===== src/rtl/text_pkg.sv =====
// rtl/text_pkg.sv - shared scan codes, writer states and glyph defaults for the text buffer
package text_pkg;

  localparam logic [7:0] SC_BREAK = 8'hF0;
  localparam logic [7:0] SC_EXT   = 8'hE0;
  localparam logic [7:0] SC_BKSP  = 8'h66;
  localparam logic [7:0] SC_ENTER = 8'h5A;
  localparam logic [7:0] SC_SPACE = 8'h29;
  localparam logic [7:0] SC_LEFT  = 8'h6B;
  localparam logic [7:0] SC_RIGHT = 8'h74;

  localparam logic [7:0] BLANK_CODE_DEF = 8'hFF;

  typedef enum logic [1:0] {CLEAR, IDLE, BREAK, EXT} state_t;

endpackage


===== src/rtl/ps2_digit_lut.sv =====
// rtl/ps2_digit_lut.sv - maps PS/2 set-2 digit make codes to their numeric value
module ps2_digit_lut (
  input  logic [7:0] i_code,
  output logic       o_is_digit,
  output logic [3:0] o_value
);

  always_comb begin
    o_is_digit = 1'b1;
    o_value    = 4'd0;
    case (i_code)
      8'h45:   o_value = 4'd0;
      8'h16:   o_value = 4'd1;
      8'h1E:   o_value = 4'd2;
      8'h26:   o_value = 4'd3;
      8'h25:   o_value = 4'd4;
      8'h2E:   o_value = 4'd5;
      8'h36:   o_value = 4'd6;
      8'h3D:   o_value = 4'd7;
      8'h3E:   o_value = 4'd8;
      8'h46:   o_value = 4'd9;
      default: o_is_digit = 1'b0;
    endcase
  end

endmodule


===== src/rtl/text_buf_writer.sv =====
// rtl/text_buf_writer.sv - scan-code driven cursor and character RAM writer with full-screen clear
module text_buf_writer
  import text_pkg::*;
#(
  parameter int          COLS       = 70,
  parameter int          ROWS       = 8,
  parameter int          ADDR_W     = 10,
  parameter logic [7:0]  BLANK_CODE = BLANK_CODE_DEF
) (
  input  logic              clk,
  input  logic              rst_n,
  input  logic              kb_valid,
  input  logic [7:0]        kb_code,
  output logic              kb_ready,
  input  logic              clr,
  output logic              wr_en,
  output logic [ADDR_W-1:0] wr_addr,
  output logic [7:0]        wr_data,
  output logic [6:0]        cursor_col,
  output logic [2:0]        cursor_row,
  output logic              busy
);

  localparam int CELLS = ROWS * COLS;

  state_t            r_state, w_state_nx;
  logic [ADDR_W-1:0] r_idx, w_idx_nx;
  logic [6:0]        r_col, w_col_nx, w_adv_col, w_ret_col;
  logic [2:0]        r_row, w_row_nx, w_adv_row, w_ret_row, w_row_inc;
  logic              r_wr_en, w_wr_en_nx;
  logic [ADDR_W-1:0] r_wr_addr, w_addr_nx, w_pos_addr;
  logic [7:0]        r_wr_data, w_data_nx;
  logic              w_is_digit, w_at_origin;
  logic [3:0]        w_digit_val;

  ps2_digit_lut u_digit_lut (
    .i_code     (kb_code),
    .o_is_digit (w_is_digit),
    .o_value    (w_digit_val)
  );

  assign kb_ready    = (r_state != CLEAR) && !clr;
  assign busy        = (r_state == CLEAR);
  assign w_pos_addr  = ADDR_W'(r_row) * ADDR_W'(COLS) + ADDR_W'(r_col);
  assign w_at_origin = (r_col == 7'd0) && (r_row == 3'd0);
  assign w_row_inc   = (r_row == 3'(ROWS - 1)) ? 3'd0 : r_row + 3'd1;

  // Cursor neighbours in reading order; the last cell advances back to the origin.
  always_comb begin
    w_adv_col = r_col + 7'd1;
    w_adv_row = r_row;
    if (r_col == 7'(COLS - 1)) begin
      w_adv_col = 7'd0;
      w_adv_row = w_row_inc;
    end
    w_ret_col = r_col - 7'd1;
    w_ret_row = r_row;
    if (r_col == 7'd0) begin
      w_ret_col = 7'(COLS - 1);
      w_ret_row = (r_row == 3'd0) ? 3'(ROWS - 1) : r_row - 3'd1;
    end
  end

  always_comb begin
    w_state_nx = r_state;
    w_idx_nx   = r_idx;
    w_col_nx   = r_col;
    w_row_nx   = r_row;
    w_wr_en_nx = 1'b0;
    w_addr_nx  = r_wr_addr;
    w_data_nx  = r_wr_data;
    if (clr) begin
      w_state_nx = CLEAR;
      w_idx_nx   = '0;
      w_col_nx   = 7'd0;
      w_row_nx   = 3'd0;
    end else begin
      case (r_state)
        CLEAR: begin
          w_wr_en_nx = 1'b1;
          w_addr_nx  = r_idx;
          w_data_nx  = BLANK_CODE;
          w_col_nx   = 7'd0;
          w_row_nx   = 3'd0;
          if (r_idx == ADDR_W'(CELLS - 1)) begin
            w_state_nx = IDLE;
            w_idx_nx   = '0;
          end else begin
            w_idx_nx = r_idx + ADDR_W'(1);
          end
        end
        IDLE: if (kb_valid) begin
          if (kb_code == SC_BREAK) begin
            w_state_nx = BREAK;
          end else if (kb_code == SC_EXT) begin
            w_state_nx = EXT;
          end else if (w_is_digit || kb_code == SC_SPACE) begin
            w_wr_en_nx = 1'b1;
            w_addr_nx  = w_pos_addr;
            w_data_nx  = w_is_digit ? {4'd0, w_digit_val} : BLANK_CODE;
            w_col_nx   = w_adv_col;
            w_row_nx   = w_adv_row;
          end else if (kb_code == SC_ENTER) begin
            w_col_nx = 7'd0;
            w_row_nx = w_row_inc;
          end else if (kb_code == SC_BKSP && !w_at_origin) begin
            // Retreat is one linear step back, so the blanked address is simply pos-1.
            w_wr_en_nx = 1'b1;
            w_addr_nx  = w_pos_addr - ADDR_W'(1);
            w_data_nx  = BLANK_CODE;
            w_col_nx   = w_ret_col;
            w_row_nx   = w_ret_row;
          end
        end
        BREAK: if (kb_valid) begin
          w_state_nx = IDLE;
        end
        EXT: if (kb_valid) begin
          w_state_nx = IDLE;
          if (kb_code == SC_BREAK) begin
            w_state_nx = BREAK;
          end else if (kb_code == SC_LEFT && !w_at_origin) begin
            w_col_nx = w_ret_col;
            w_row_nx = w_ret_row;
          end else if (kb_code == SC_RIGHT) begin
            w_col_nx = w_adv_col;
            w_row_nx = w_adv_row;
          end
        end
        default: w_state_nx = CLEAR;
      endcase
    end
  end

  always_ff @(posedge clk or negedge rst_n) begin
    if (!rst_n) begin
      r_state   <= CLEAR;
      r_idx     <= '0;
      r_col     <= 7'd0;
      r_row     <= 3'd0;
      r_wr_en   <= 1'b0;
      r_wr_addr <= '0;
      r_wr_data <= 8'd0;
    end else begin
      r_state   <= w_state_nx;
      r_idx     <= w_idx_nx;
      r_col     <= w_col_nx;
      r_row     <= w_row_nx;
      r_wr_en   <= w_wr_en_nx;
      r_wr_addr <= w_addr_nx;
      r_wr_data <= w_data_nx;
    end
  end

  assign wr_en      = r_wr_en;
  assign wr_addr    = r_wr_addr;
  assign wr_data    = r_wr_data;
  assign cursor_col = r_col;
  assign cursor_row = r_row;

endmodule


===== config.mk =====
export PLATFORM = sky130hd
export DESIGN_NAME = text_buf_writer
export DESIGN_NICKNAME = d
export VERILOG_FILES = /design/src/rtl/text_pkg.sv /design/src/rtl/ps2_digit_lut.sv /design/src/rtl/text_buf_writer.sv
export SDC_FILE = /design/constraint.sdc
export NUM_CORES = 1
export LEC_CHECK = 0
export CORE_MARGIN = 4
export CORE_UTILIZATION = 43
export DETAILED_ROUTE_END_ITERATION = 6
export PLACE_DENSITY_LB_ADDON = 0.15
export SETUP_SLACK_MARGIN = 0.3
export SLEW_MARGIN = 10
export SYNTH_ARGS = -nofsm -noshare
export SYNTH_HDL_FRONTEND = slang
export SYNTH_SLANG_ARGS = --single-unit

===== constraint.sdc =====
create_clock -name clk -period 4.8 [get_ports clk]
set_input_delay 0.48 -clock clk [delete_from_list [all_inputs] [get_ports clk]]
set_output_delay 0.48 -clock clk [all_outputs]
set_load 0.03 [all_outputs]

**Word-level counts from Yosys, hierarchy flattened**

Cells that the tools add are included.

- Register bits: 41
- Input port bits: 12
- Output and inout bits: 31
- Logic and storage cells: 139

- Bitwise operators: 1
- Eq/ne operators: 38
- Add/sub/neg operators: 7
- Multiplexer cells: 67
- Multipliers: 1
- Reductions and logical operators: 18

Operators with widths:

| operator | count |
|---|---|
| $mux 7 | 13 |
| $mux 10 | 9 |
| $eq 8x6->1 const B | 7 |
| $mux 8 | 7 |
| $eq 8x7->1 const B | 6 |
| $mux 3 | 15 |
| $pmux 4 s9 | 1 |
| $ne 3x3->1 const B | 8 |
| $pmux 7 s3 | 1 |
| $pmux 10 s2 | 1 |
| $eq 8x5->1 const B | 2 |
| $eq 8x8->1 const B | 2 |
| $mux 2 | 8 |
| $pmux 8 s2 | 1 |
| $add 10x1->10 const B | 1 |
| $add 10x7->10 | 1 |
| $eq 10x10->1 const B | 1 |
| $reduce_or 10->1 | 1 |
| $sub 10x1->10 const B | 1 |
| $mul 3x6->9 const B | 1 |
| $pmux 3 s3 | 1 |
| $mux 1 | 8 |
| $ne 4x4->1 const B | 2 |
| $pmux 2 s4 | 1 |
| other kinds (24) | 33 |

**Depth between registers and ports, before layout**

Gate-level depths: netlist (run 1).

- Word-level depth: 12
- Mapped depth: 15
- Depth with buffers taken out: 14

**By module**

From an unflattened synthesis (run 1), not the netlist that was laid out.

- Cells, all modules: 456
- Area, all modules: 3,748.6 um^2

By module, submodules not included:

| module | area an instance (um^2) | cells each | seq. area each (um^2) | times used |
|---|---|---|---|---|
| text_buf_writer | 3,519.6 | 425 | 950.9 | 1 |
| ps2_digit_lut | 229.0 | 31 | 0.0 | 1 |

**Worst setup path before layout (run 1)**

Ideal clock, no wire load.

- Path kind: flip-flop to flip-flop
- Start point: reg r_row[1], in the netlist cursor_row[1]
- End point: reg r_wr_addr[9], in the netlist wr_addr[9]
- Stages on the path, launching flop included: 16
- Setup slack: 1.296 ns
- Clock period less this slack: 3.504 ns
- Buffers on the path: 1
- Required time: 4.673 ns
- Setup time: 0.127 ns
- Arrival time: 3.377 ns
- Cells stage by stage: dfrtp_1 clkbuf_1 inv_1 ha_1 inv_1 ha_1 ha_1 or2_2 ha_1 nor2_1 a21oi_1 xnor2_1 nand3_1 mux2_2 o211ai_1 a21oi_1

- Cells in the longest elaborated chain, start to end: 10
- Elaborated cells between the ends (all ways): 16
- Classes of those cells: add/sub (2); mul (1); eq/ne (1); mux (7); reduce/logical (5)

Ends and longest elaborated chain:

| item | RTL line | source |
|---|---|---|
| start: declaration | text_buf_writer.sv:29 | `logic [2:0] r_row, w_row_nx, w_adv_row, w_ret_row, w_row_inc;` |
| start signal: assignment | text_buf_writer.sv:148 | `r_row <= w_row_nx;` |
| $mul 3x6->9 | text_buf_writer.sv:44 | `assign w_pos_addr = ADDR_W'(r_row) * ADDR_W'(COLS) + ADDR_W'(r_col);` |
| $add 10x7->10 | text_buf_writer.sv:44 |  |
| $sub 10x1->10 | text_buf_writer.sv:109 | `w_addr_nx = w_pos_addr - ADDR_W'(1);` |
| $mux 10 | text_buf_writer.sv:106 | `end else if (kb_code == SC_BKSP && !w_at_origin) begin` |
| $mux 10 | text_buf_writer.sv:103 | `end else if (kb_code == SC_ENTER) begin` |
| $mux 10 | text_buf_writer.sv:97 | `end else if (w_is_digit \|\| kb_code == SC_SPACE) begin` |
| $mux 10 | text_buf_writer.sv:95 | `end else if (kb_code == SC_EXT) begin` |
| $mux 10 | text_buf_writer.sv:93 | `if (kb_code == SC_BREAK) begin` |
| $mux 10 | text_buf_writer.sv:92 | `IDLE: if (kb_valid) begin` |
| $pmux 10 s2 | text_buf_writer.sv:78 | `case (r_state)` |
| end signal: assignment | text_buf_writer.sv:150 | `r_wr_addr <= w_addr_nx;` |
| end: declaration | text_buf_writer.sv:31 | `logic [ADDR_W-1:0] r_wr_addr, w_addr_nx, w_pos_addr;` |

Several ways; a longest one is shown, not always the timed one. The select of a mux whose other input is x is not followed.
A chain may end at the register's enable or synchronous reset.

**Worst setup path after layout (run 1)**

Same ends and word-level chain as after synthesis.

==> summary.md, run 1 <==
| Metric | Value |
|---|---|
| Status | complete, no violations |
| Clock Skews | 0.0108 ns |
| Max-cap violation count | 0 |
| Post-Syn Instances | 427 |
| Final setup margin | 1.15 ns |
| Max VDD drop | 0.000246 V |
| DP HPWL | 6860 um |
| Clk_lat worst skew | 0.30 ns |
| Worst reg2reg endpoint | wr_addr[9] |
| Power Dens Cells | 621 nW/um^2 |
| Syn Nets | 460 |
| First-pass GRT wire length | 16200 um |
| Max Root-Sink Buffers | 2 |
| Ys Warns | 0 |
| Core Area | 7810 sq um |
| Setup CP Type | register to register |
| FMAX | 274 MHz |
| Final period util | 76.1% |
| First DRT Iteration DRCs | 197 |
| Setup Buffers After CTS | 0 |
| DRC | 0 |
| Buffers plus inverters on the worst setup path | 2 |
| LEAKAGE | 0.00165 uW |
| Worst Hold Class | input pin to asynchronous set/reset pin |
| CTS Buf Count | 5 |
| Total gr overflow | 0 |
| Crit-path slowest cell | dfrtp_1 |
| Port bufs | 42 |
| Crit Path Max Fanout | 11 |
| Synth cell types | 75 |
| Total number of vias | 3324 |
| Startpoint type of the worst setup path | register |
| R2R cell count | 14 |
| CTS root buf | clkbuf_8 |
| Via/cell ratio | 5.97 |
| N_diodes | 0 |
| Layout net count | 488 |
| Synth async-reset ratio | 100% |
| Commonest register cell after synthesis | dfrtp_1 |
| GPL Wtd Cong | 0.947 |
| WP data required | 5.03 ns |
| DIE AREA | 9590 sq um |
| TNS Setup | 0 ns |
| H-tree levels | 2 |
| # IOs | 43 |
| Synth-to-layout area growth | 15.8% |
| Worst path cell trace | inv_1, ha_1, inv_1, ha_1, ha_1, or2_2, ha_1, nor2_1, a21oi_1, xnor2_1, nand3_1, o311ai_0, o211ai_1, a21oi_1 |
| R2R Setup Slk | 1.15 ns |
| Die width | 97.9 um |
| FF+latch count, synth | 38 |
| Crit path largest cell delay | 0.57 ns |
| Final Setup Violations | 0 |
| Antenna violations before repair | 0 |
| Starting Density | 44.6% |
| Hold_buf cts | 0 |
| Worst slew pin tran | 0.917 ns |
| Post-Place Setup Slack | 1.18 ns |
| Crit path DAT | 3.88 ns |
| Largest net degree at the start of global routing | 39 |
| Layout cell share with drive strength beyond 1 | 8.13% |
| Worst reg2reg path startpoint | cursor_row[1] |
| Reg clk slew, reported paths | 0.09 ns |
| Post-Synthesis Cell Area | 3480 sq um |
| Post-synthesis sequential area ratio | 27.3% |
| Mean Syn Cell Area | 8.15 sq um |
| Tot GR Track Use | 20.1% |
| EDFF count, synth | 0 |
| Final WL | 9310 um |
| Clock period minus worst slack | 3.65 ns |
| Post-CTS sizing | 0 |
| Max-slew violations | 0 |
| DRT antenna net count | 0 |
| DR pass1 iterations | 4 |
| Final hold vios | 0 |
| CTS tree | built |
| FP Rows | 32 |
| RSZ-0062 raised after global routing | false |
| Cell mode on critical path | ha_1 |
| Rel. slew slack | 38.9% |
| Vias in the first global route | 3303 |
| Wirelength per Cell | 16.7 um |
| Die H | 97.9 um |
| CP Capture Type | register |
| CTS Sinks | 38 |
| Largest delay share family, worst path | adder cells |
per-layer routing:
layer | track usage (%) | share of wire, % | vias to the layer above
met2 | 31.7 | 46 | 97
met1 | 27.7 | 47 | 1577
met4 | 7.14 | 2.4 | 0
met5 | 0 | 0 | -
met3 | 3.50 | 5.2 | 23
li1 | - | - | 1627
cell usage after synthesis (3+ instances only):
| library cell | n | area (sq um) |
|---|---|---|
| o21ai_1 | 4 | 20.0 |
| nand2_1 | 33 | 124 |
| nor2b_1 | 6 | 37.5 |
| buf_6 | 3 | 33.8 |
| dfrtp_1 | 38 | 951 |
| nor2_1 | 47 | 176 |
| and3_1 | 11 | 68.8 |
| buf_2 | 5 | 25.0 |
| o22ai_1 | 4 | 25.0 |
| mux2_4 | 3 | 45.0 |
| or3_1 | 3 | 18.8 |
| clkbuf_1 | 12 | 45.0 |
| a22oi_1 | 3 | 22.5 |
| nor4_1 | 6 | 37.5 |
| ha_1 | 20 | 250 |
| nor3_1 | 11 | 55.1 |
| mux2_2 | 3 | 33.8 |
| a21o_1 | 5 | 37.5 |
| a21oi_1 | 29 | 145 |
| o211ai_1 | 3 | 22.5 |
| a31oi_1 | 5 | 31.3 |
| nand2b_1 | 10 | 62.6 |
| o21ai_0 | 33 | 165 |
| o31ai_1 | 5 | 37.5 |
| and4_1 | 3 | 26.3 |
| buf_4 | 3 | 22.5 |
| nand3_1 | 17 | 85.1 |
| xnor2_1 | 10 | 87.6 |
| nand4_1 | 6 | 37.5 |
| o221ai_1 | 3 | 26.3 |
| inv_1 | 17 | 63.8 |
| nand3b_1 | 3 | 22.5 |
| xor2_1 | 8 | 70.1 |
| and2_1 | 3 | 18.8 |
sequential cells by signal, summed over array words and instances, names as in the netlist:
signal      flops
wr_addr        10
cursor_col      7
cursor_row      3
r_idx          10
wr_en           1
r_state         2
wr_data         5
layout make-up:
class                   count  area (sq um)
clock inverters             1          30.0
clock buffers               6          82.6
well taps                 102           128
repair buffers             45           438
inverters                  17          63.8
flip-flops and latches     38           951
fillers                   752          3780
multi-input cells         348          2330
cell usage in the layout (no fill, tap or decap), drive strengths merged, types with 11 or more instances in the layout:
cell type | synthesis | final
nor2 | 47 | 47
clkdlybuf4s50 | 0 | 41
dfrtp | 38 | 38
o21ai | 38 | 38
nand2 | 33 | 33
a21oi | 32 | 32
ha | 20 | 20
nand3 | 17 | 17
inv | 17 | 17
nor3 | 13 | 13
and3 | 11 | 11
nand2b | 11 | 11
power breakdown:
part / switching [uW] / internal (uW)
clock: 121 / 166
sequential: 147 / 400
combinational: 986 / 678
total: 1250 / 1240
cells by family after synthesis:
| logic type | Yosys count | share of synthesized area (%) |
|---|---|---|
| flops | 38 | 27.3 |
| buf+inv | 41 | 5.58 |
| mux | 8 | 2.84 |
| xor+xnor | 18 | 4.53 |
| fa+ha+maj | 21 | 7.77 |
| compound gates | 128 | 25.6 |
| simple gates | 173 | 26.3 |
worst max-delay path by stage:
stage	startpoint	endpoint	slack [ns]	depth (start not counted)
after floorplan	cursor_row[1]	wr_addr[9]	1.30	15
after global placement	cursor_row[1]	wr_addr[9]	1.37	14
after detailed placement	cursor_row[1]	wr_addr[9]	1.18	14
after CTS	cursor_row[1]	wr_addr[9]	1.15	14
after global routing	cursor_row[1]	wr_addr[9]	0.78	14
final	cursor_row[1]	wr_addr[9]	1.15	14
per-stage QoR:
step                hold slack (ns)  instance area, sq um  total power, uW  util (%)  instances
floorplan                     0.184                  3480             1750         -        427
global placement              0.494                  3910             2180      50.1        550
detailed placement            0.500                  3910             2210      50.1        550
CTS                           0.343                  4030             2500      51.6        557
global route                  0.389                  4030             2720      51.6        557
finish                        0.312                  4030             2500      51.6        557
No activity file was read; power rests on OpenSTA's default activity.
==> run 2, diff against run 1 <==
==> constraint.sdc (replaced) <==
create_clock -name clk -period 3 [get_ports clk]
set_input_delay 0.3 -clock clk [delete_from_list [all_inputs] [get_ports clk]]
set_output_delay 0.3 -clock clk [all_outputs]
set_load 0.03 [all_outputs]
==> run 2 against run 1 <==
  * Non-clock buffer count is 42 higher
  * Critical path type unchanged
  * Critical path depth unchanged
  * Cell area increased by 14%
  * Largest cell class unchanged
  * Die area did not move
  * First-iteration DRC count up 11%
==> summary.md, run 2 (synthesis results as in run 1) <==
| Metric | Value |
|---|---|
| Placed cell areas | 4270 sq um (was 3910 sq um) |
| FMAX | 360 MHz (was 274 MHz) |
| Tot GR Track Use | 21.4% (was 20.1%) |
| Crit path DAT | 2.97 ns (was 3.88 ns) |
| Buffers plus inverters on the worst setup path | 5 (was 2) |
| Total power draw | 4670 uW (was 2500 uW) |
| DRT antenna net count | 0 (unchanged) |
| WP data required | 3.19 ns (was 5.03 ns) |
| Final setup margin | 0.220 ns (was 1.15 ns) |
| Crit path largest cell delay | 0.43 ns (was 0.57 ns) |
| Worst slew pin tran | 0.911 ns (was 0.917 ns) |
| Crit Path Max Fanout | 4 (was 11) |
| Reg area | 953 sq um (was 951 sq um) |
| Final period util | 92.7% (was 76.1%) |
| Cell mode on critical path | ha_4 (was ha_1) |
| Met1 WL | 4540 um (was 4350 um) |
| Clock Skews | 0.00663 ns (was 0.0108 ns) |
| Port bufs | 42 (unchanged) |
| Worst Hold Class | input pin to asynchronous set/reset pin (unchanged) |
| Power Dens Cells | 1010 nW/um^2 (was 621 nW/um^2) |
| DP HPWL | 7580 um (was 6860 um) |
| Total gr overflow | 0 (unchanged) |
| Die width | 97.9 um (unchanged) |
| TNS Setup | 0 ns (unchanged) |
| Die H | 97.9 um (unchanged) |
| Crit path to | wr_addr[5] (was wr_addr[9]) |
| Rel. slew slack | 39.3% (was 38.9%) |
| Critical Path Stages | 14 (unchanged) |
| R2R Setup Slk | 0.22 ns (was 1.15 ns) |
| CP Capture Type | register (unchanged) |
| Hold_buf cts | 0 (unchanged) |
| LEAKAGE | 0.00187 uW (was 0.00165 uW) |
| Max Root-Sink Buffers | 2 (unchanged) |
| N_diodes | 0 (unchanged) |
| Most frequent cells in the layout | nor2_1, buf_4, clkdlybuf4s50_1 (was nor2_1, clkdlybuf4s50_1, dfrtp_1) |
| FP Rows | 32 (unchanged) |
| Fill cells | 720 (was 752) |
| DIE AREA | 9590 sq um (unchanged) |
| Worst Setup SP | cursor_row[1] (unchanged) |
| Wire length on met3 | 544 um (was 488 um) |
| Layout net count | 530 (was 488) |
| Total number of vias | 3492 (was 3324) |
| Worst reg2reg endpoint | wr_addr[5] (was wr_addr[9]) |
| Commonest non-fill, non-tap cell in the layout | nor2_1 (unchanged) |
| Post-Place Setup Slack | 0.0391 ns (was 1.18 ns) |
| Final hold vios | 0 (unchanged) |
| DR pass1 iterations | 4 (unchanged) |
| Max-slew violations | 0 (unchanged) |
| Post-route design area | 4600 sq um (was 4030 sq um) |
| Startpoint type of the worst setup path | register (unchanged) |
| Clock period minus worst slack | 2.78 ns (was 3.65 ns) |
| Setup CP Type | register to register (unchanged) |
| CTS Buf Count | 5 (unchanged) |
| CTS Sinks | 38 (unchanged) |
| Core Area | 7810 sq um (unchanged) |
| Final Setup Violations | 0 (unchanged) |
| Worst path cell trace | inv_6, ha_4, inv_2, ha_4, ha_4, or2_4, ha_4, buf_4, xor2_2, buf_4, buf_4, xor2_1, o21ai_1, mux2_4 (was inv_1, ha_1, inv_1, ha_1, ha_1, or2_2, ha_1, nor2_1, a21oi_1, xnor2_1, nand3_1, o311ai_0, o211ai_1, a21oi_1) |
| R2R cell count | 14 (unchanged) |
| Status | complete, no violations (unchanged) |
| H-tree levels | 2 (unchanged) |
| CTS tree | built (unchanged) |
| WL met2 | 4930 um (was 4240 um) |
| Max-cap violation count | 0 (unchanged) |
| Starting Density | 44.6% (unchanged) |
| Placed Instances | 579 (was 550) |
| Largest net degree at the start of global routing | 39 (unchanged) |
| Finished Layout Cells | 600 (was 557) |
| Max VDD drop | 0.000460 V (was 0.000246 V) |
| Vias in the first global route | 3402 (was 3303) |
| Final WL | 10100 um (was 9310 um) |
| Max layer used | met4 (unchanged) |
| Antenna violations before repair | 0 (unchanged) |
| Crit-path slowest cell | dfrtp_2 (was dfrtp_1) |
| Wirelength per Cell | 16.8 um (was 16.7 um) |
| Via/cell ratio | 5.82 (was 5.97) |
| RSZ-0062 raised after global routing | true (was false) |
| Synth-to-layout area growth | 32.4% (was 15.8%) |
| DRC | 0 (unchanged) |
| Reg clk slew, reported paths | 0.09 ns (about the same) |
| # IOs | 43 (unchanged) |
| Clk_lat worst skew | 0.30 ns (about the same) |
| CTS root buf | clkbuf_8 (unchanged) |
| GPL Wtd Cong | 0.934 (was 0.947) |
| Largest delay share family, worst path | adder cells (unchanged) |
| Multi-input gate area | 2570 sq um (was 2330 sq um) |
| Worst reg2reg path startpoint | cursor_row[1] (unchanged) |
| First DRT Iteration DRCs | 218 (was 197) |
| First-pass GRT wire length | 17100 um (was 16200 um) |
| Layout cell share with drive strength beyond 1 | 22.7% (was 8.13%) |
run 2: cell types whose count changed in the layout (fill, tap and decap cells not counted), sizes merged:
| cell | change |
|---|---|
| clkinvlp | +2 |
| clkbuf | -1 |
| buf | +42 |
run 2: final cells by class:
type                    instances  area share, %
clock buffers                   5           1.49
clock inverters                 3          0.978
inverters                      17           1.49
multi-input cells             348           55.8
flip-flops and latches         38           20.7
well taps                     102           2.77
repair buffers                 87           16.7
run 2: where the power goes:
part	internal, uW	switching (uW)	leakage [uW]
logic	1530	1830	0.00134
registers	643	194	0.000481
clock network	248	221	0.0000504
total	2420	2250	0.00187
run 2: per-layer routing:
metal  vias to the layer above  track usage, %
met4                         0            3.94
met1                      1674            29.7
li1                       1720               -
met2                        92            35.8
met3                         6            3.21
met5                         -               0
run 2: how the worst min path moves through the flow:
stage	from	endpoint	slack [ns]	cells past startpoint
after global routing	rst_n	cursor_row[2]	0.19	1
after detailed placement	rst_n	cursor_row[2]	0.48	1
final	rst_n	cursor_row[2]	0.12	1
after CTS	rst_n	cursor_row[2]	0.16	1
after global placement	rst_n	cursor_row[2]	0.48	1
after floorplan	rst_n	cursor_col[0]	0.004	0
run 2: metrics by stage:
step	hold WS (ns)	utilization, %
after global placement	0.477	54.7
after CTS	0.155	57.5
after detailed placement	0.477	54.7
final	0.118	59.0
after floorplan	0.00441	-
after global routing	0.193	59.0
run 2: repair_timing:
action / 4_1_cts / 5_1_grt
buffers inserted: 8 / 5
pin swaps: 14 / 10
endpoints found under the setup margin: 6 / 21
resized for setup: 9 / 15
cloned: 0 / 0
==> run 3, diff against run 2 <==
--- a/config.mk
+++ b/config.mk
@@ -8,6 +8,7 @@
 export CORE_MARGIN = 4
 export CORE_UTILIZATION = 43
 export DETAILED_ROUTE_END_ITERATION = 6
+export GPL_ROUTABILITY_DRIVEN = 1
 export PLACE_DENSITY_LB_ADDON = 0.15
 export SETUP_SLACK_MARGIN = 0.3
 export SLEW_MARGIN = 10
==> constraint.sdc (replaced) <==
create_clock -name clk -period 3 [get_ports clk]
set_input_delay 0.6 -clock clk [delete_from_list [all_inputs] [get_ports clk]]
set_output_delay 0.6 -clock clk [all_outputs]
set_load 0.03 [all_outputs]
==> run 3 against run 2 <==
  * Routed wire length rose by 1.3%
  * Highest routed layer unchanged
  * Global-route usage rose by 0.052 points
  * Total power rose by 3.5%
  * Core utilization rose by 2.1 points
  * Register-to-register slack got worse by 0.06 ns
  * Clock-buffer cell count rose by 1
==> summary.md, run 3 (synthesis results as in run 1) <==
| Metric | Value |
|---|---|
| Startpoint type of the worst setup path | register (unchanged) |
| DP HPWL | 7720 um (was 7580 um) |
| DRT antenna net count | 0 (unchanged) |
| Max VDD drop | 0.000459 V (was 0.000460 V) |
| Most frequent cells in the layout | buf_4, nor2_1, clkdlybuf4s50_1 (was nor2_1, buf_4, clkdlybuf4s50_1) |
| Max-cap violation count | 0 (unchanged) |
| DR pass1 iterations | 4 (unchanged) |
| Crit path largest cell delay | 0.43 ns (about the same) |
| DRC | 0 (unchanged) |
| Tot GR Track Use | 21.5% (was 21.4%) |
| GPL Wtd Cong | 0.942 (was 0.934) |
| Die H | 97.9 um (unchanged) |
| N_diodes | 0 (unchanged) |
| Final WL | 10200 um (was 10100 um) |
| CTS root buf | clkbuf_8 (unchanged) |
| Sw Ratio | 48.1% (about the same) |
| Sw power | 2330 uW (was 2250 uW) |
| Via/cell ratio | 5.72 (was 5.82) |
| Vias in the first global route | 3411 (was 3402) |
| Antenna violations before repair | 0 (unchanged) |
| CP Capture Type | register (unchanged) |
| Worst slew pin tran | 0.896 ns (was 0.911 ns) |
| Logic pwr share | 74.6% (was 72.0%) |
| Wirelength per Cell | 16.8 um (about the same) |
| Power Dens Cells | 1010 nW/um^2 (about the same) |
| Crit Path Max Fanout | 4 (unchanged) |
| Largest net degree at the start of global routing | 39 (unchanged) |
| Max-slew violations | 0 (unchanged) |
| Starting Density | 44.6% (unchanged) |
| Max Root-Sink Buffers | 2 (unchanged) |
| Sequential Power Share | 17.3% (was 17.9%) |
| CTS Sinks | 38 (unchanged) |
| Cell mode on critical path | ha_4 (unchanged) |
| Clock period minus worst slack | 2.84 ns (was 2.78 ns) |
| Final period util | 94.7% (was 92.7%) |
| RSZ-0062 raised after global routing | true (unchanged) |
| CTS Buf Count | 5 (unchanged) |
| Total number of vias | 3491 (was 3492) |
| Synth-to-layout area growth | 37.1% (was 32.4%) |
| Multi-input gate area | 2650 sq um (was 2570 sq um) |
| Crit-path slowest cell | dfrtp_2 (unchanged) |
| Setup CP Type | register to register (unchanged) |
| Core Area | 7810 sq um (unchanged) |
| Total power draw | 4840 uW (was 4670 uW) |
| Die width | 97.9 um (unchanged) |
| Worst path cell trace | inv_6, ha_4, inv_2, ha_4, ha_4, ha_4, nor2_2, a21oi_2, xor2_2, nor3_4, a31o_2, and4_1, nor3_2, o22ai_1 (was inv_6, ha_4, inv_2, ha_4, ha_4, or2_4, ha_4, buf_4, xor2_2, buf_4, buf_4, xor2_1, o21ai_1, mux2_4) |
| FP Rows | 32 (unchanged) |
| Port bufs | 42 (unchanged) |
| Internal | 2510 uW (was 2420 uW) |
| LEAKAGE | 0.00196 uW (was 0.00187 uW) |
| DIE AREA | 9590 sq um (unchanged) |
| First-pass GRT wire length | 17000 um (was 17100 um) |
| Final hold slack | 0.420 ns (was 0.118 ns) |
| Worst Hold Class | input pin to asynchronous set/reset pin (unchanged) |
| Commonest non-fill, non-tap cell in the layout | buf_4 (was nor2_1) |
| Clock power share | 8.0% (was 10.0%) |
| Fill cells | 673 (was 720) |
| # IOs | 43 (unchanged) |
| Layout cell share with drive strength beyond 1 | 27.8% (was 22.7%) |
| H-tree levels | 2 (unchanged) |
| FMAX | 352 MHz (was 360 MHz) |
| Rel. slew slack | 40.3% (was 39.3%) |
| Layout net count | 540 (was 530) |
| Crit path DAT | 3.03 ns (was 2.97 ns) |
| First DRT Iteration DRCs | 251 (was 218) |
| WP data required | 3.19 ns (about the same) |
| Total gr overflow | 0 (unchanged) |
| Final hold vios | 0 (unchanged) |
| Status | complete, no violations (unchanged) |
| R2R Setup Slk | 0.16 ns (was 0.22 ns) |
| CTS tree | built (unchanged) |
| Reg area | 955 sq um (was 953 sq um) |
| Final Setup Violations | 0 (unchanged) |
| Clk_lat worst skew | 0.30 ns (about the same) |
| Clock Skews | 0.00825 ns (was 0.00663 ns) |
| Reg clk slew, reported paths | 0.08 ns (was 0.09 ns) |
[run 3: changes by cell type in the layout (fill, tap and decap cells not counted), moves of 3 or more]
| cell | before | now |
|---|---|---|
| nand2_2 | 0 | 3 |
| buf_6 | 1 | 5 |
| buf_4 | 43 | 49 |
| nand2_1 | 33 | 30 |
[run 3: power groups by stage]
stage | registers, uW | clock network, uW | logic [uW]
floorplan | 986 | 0 | 1950
global placement | 839 | 0 | 3030
detailed placement | 845 | 0 | 3070
CTS | 834 | 398 | 3410
global route | 861 | 426 | 3910
finish | 838 | 389 | 3610
[run 3: final cells by class]
| class | instances | area share (%) |
|---|---|---|
| Multi-Input combinational cell | 348 | 55.6 |
| Sequential cell | 38 | 20.0 |
| Timing Repair Buffer | 97 | 18.3 |
| Tap cell | 102 | 2.68 |
| Clock buffer | 6 | 1.73 |
| Inverter | 17 | 1.44 |
| Clock inverter | 2 | 0.262 |
[run 3: worst max-delay path, delay by kind of cell (launching register included)]
kind            cells  cell delay (ns)
fa+ha+maj           4             0.89
simple gates        4             0.49
compound gates      3             0.49
flops               1             0.43
buf+inv             2             0.09
xor+xnor            1             0.32
[run 3: metrics by stage]
| stage | setup WS (ns) | setup TNS [ns] | instance area, sq um | std cells | utilization, % |
|---|---|---|---|---|---|
| after floorplan | 0.0129 | 0 | 3610 | 427 | - |
| final | 0.159 | 0 | 4770 | 610 | 61.1 |
| after global placement | 0.0211 | 0 | 4390 | 594 | 56.3 |
| after CTS | 0.148 | 0 | 4620 | 609 | 59.1 |
| after global routing | 0.00323 | 0 | 4770 | 610 | 61.1 |
| after detailed placement | -0.0126 | -0.0126 | 4390 | 594 | 56.3 |
[run 3: worst paths after layout]
check / from / to / depth (start not counted)
setup / recovery: cursor_row[1] / wr_addr[8] / 14
max in group asynchronous: rst_n / cursor_col[1] / 1
hold / removal: rst_n / cursor_row[2] / 1
setup reg to reg: cursor_row[1] / wr_addr[8] / 14
hold reg to reg: wr_addr[4] / wr_addr[4] / 1
min in group clk: wr_addr[4] / wr_addr[4] / 1
[run 3: metal layers]
layer	vias to the layer above	GRT usage [%]	routed length, um	part of all wire (%)
li1	1733	-	-	-
met1	1659	28.8	4690	46
met2	86	36.3	4910	48
met3	13	3.29	499	4.9
met4	0	5.11	141	1.4
met5	-	0	0	0
[run 3: timing repair]
| action | CTS | global route |
|---|---|---|
| endpoints found under the setup margin | 5 | 22 |
| gates resized for setup | 17 | 34 |
| pin swaps | 15 | 11 |
| hold buffers | 0 | 0 |
| setup buffers | 7 | 1 |
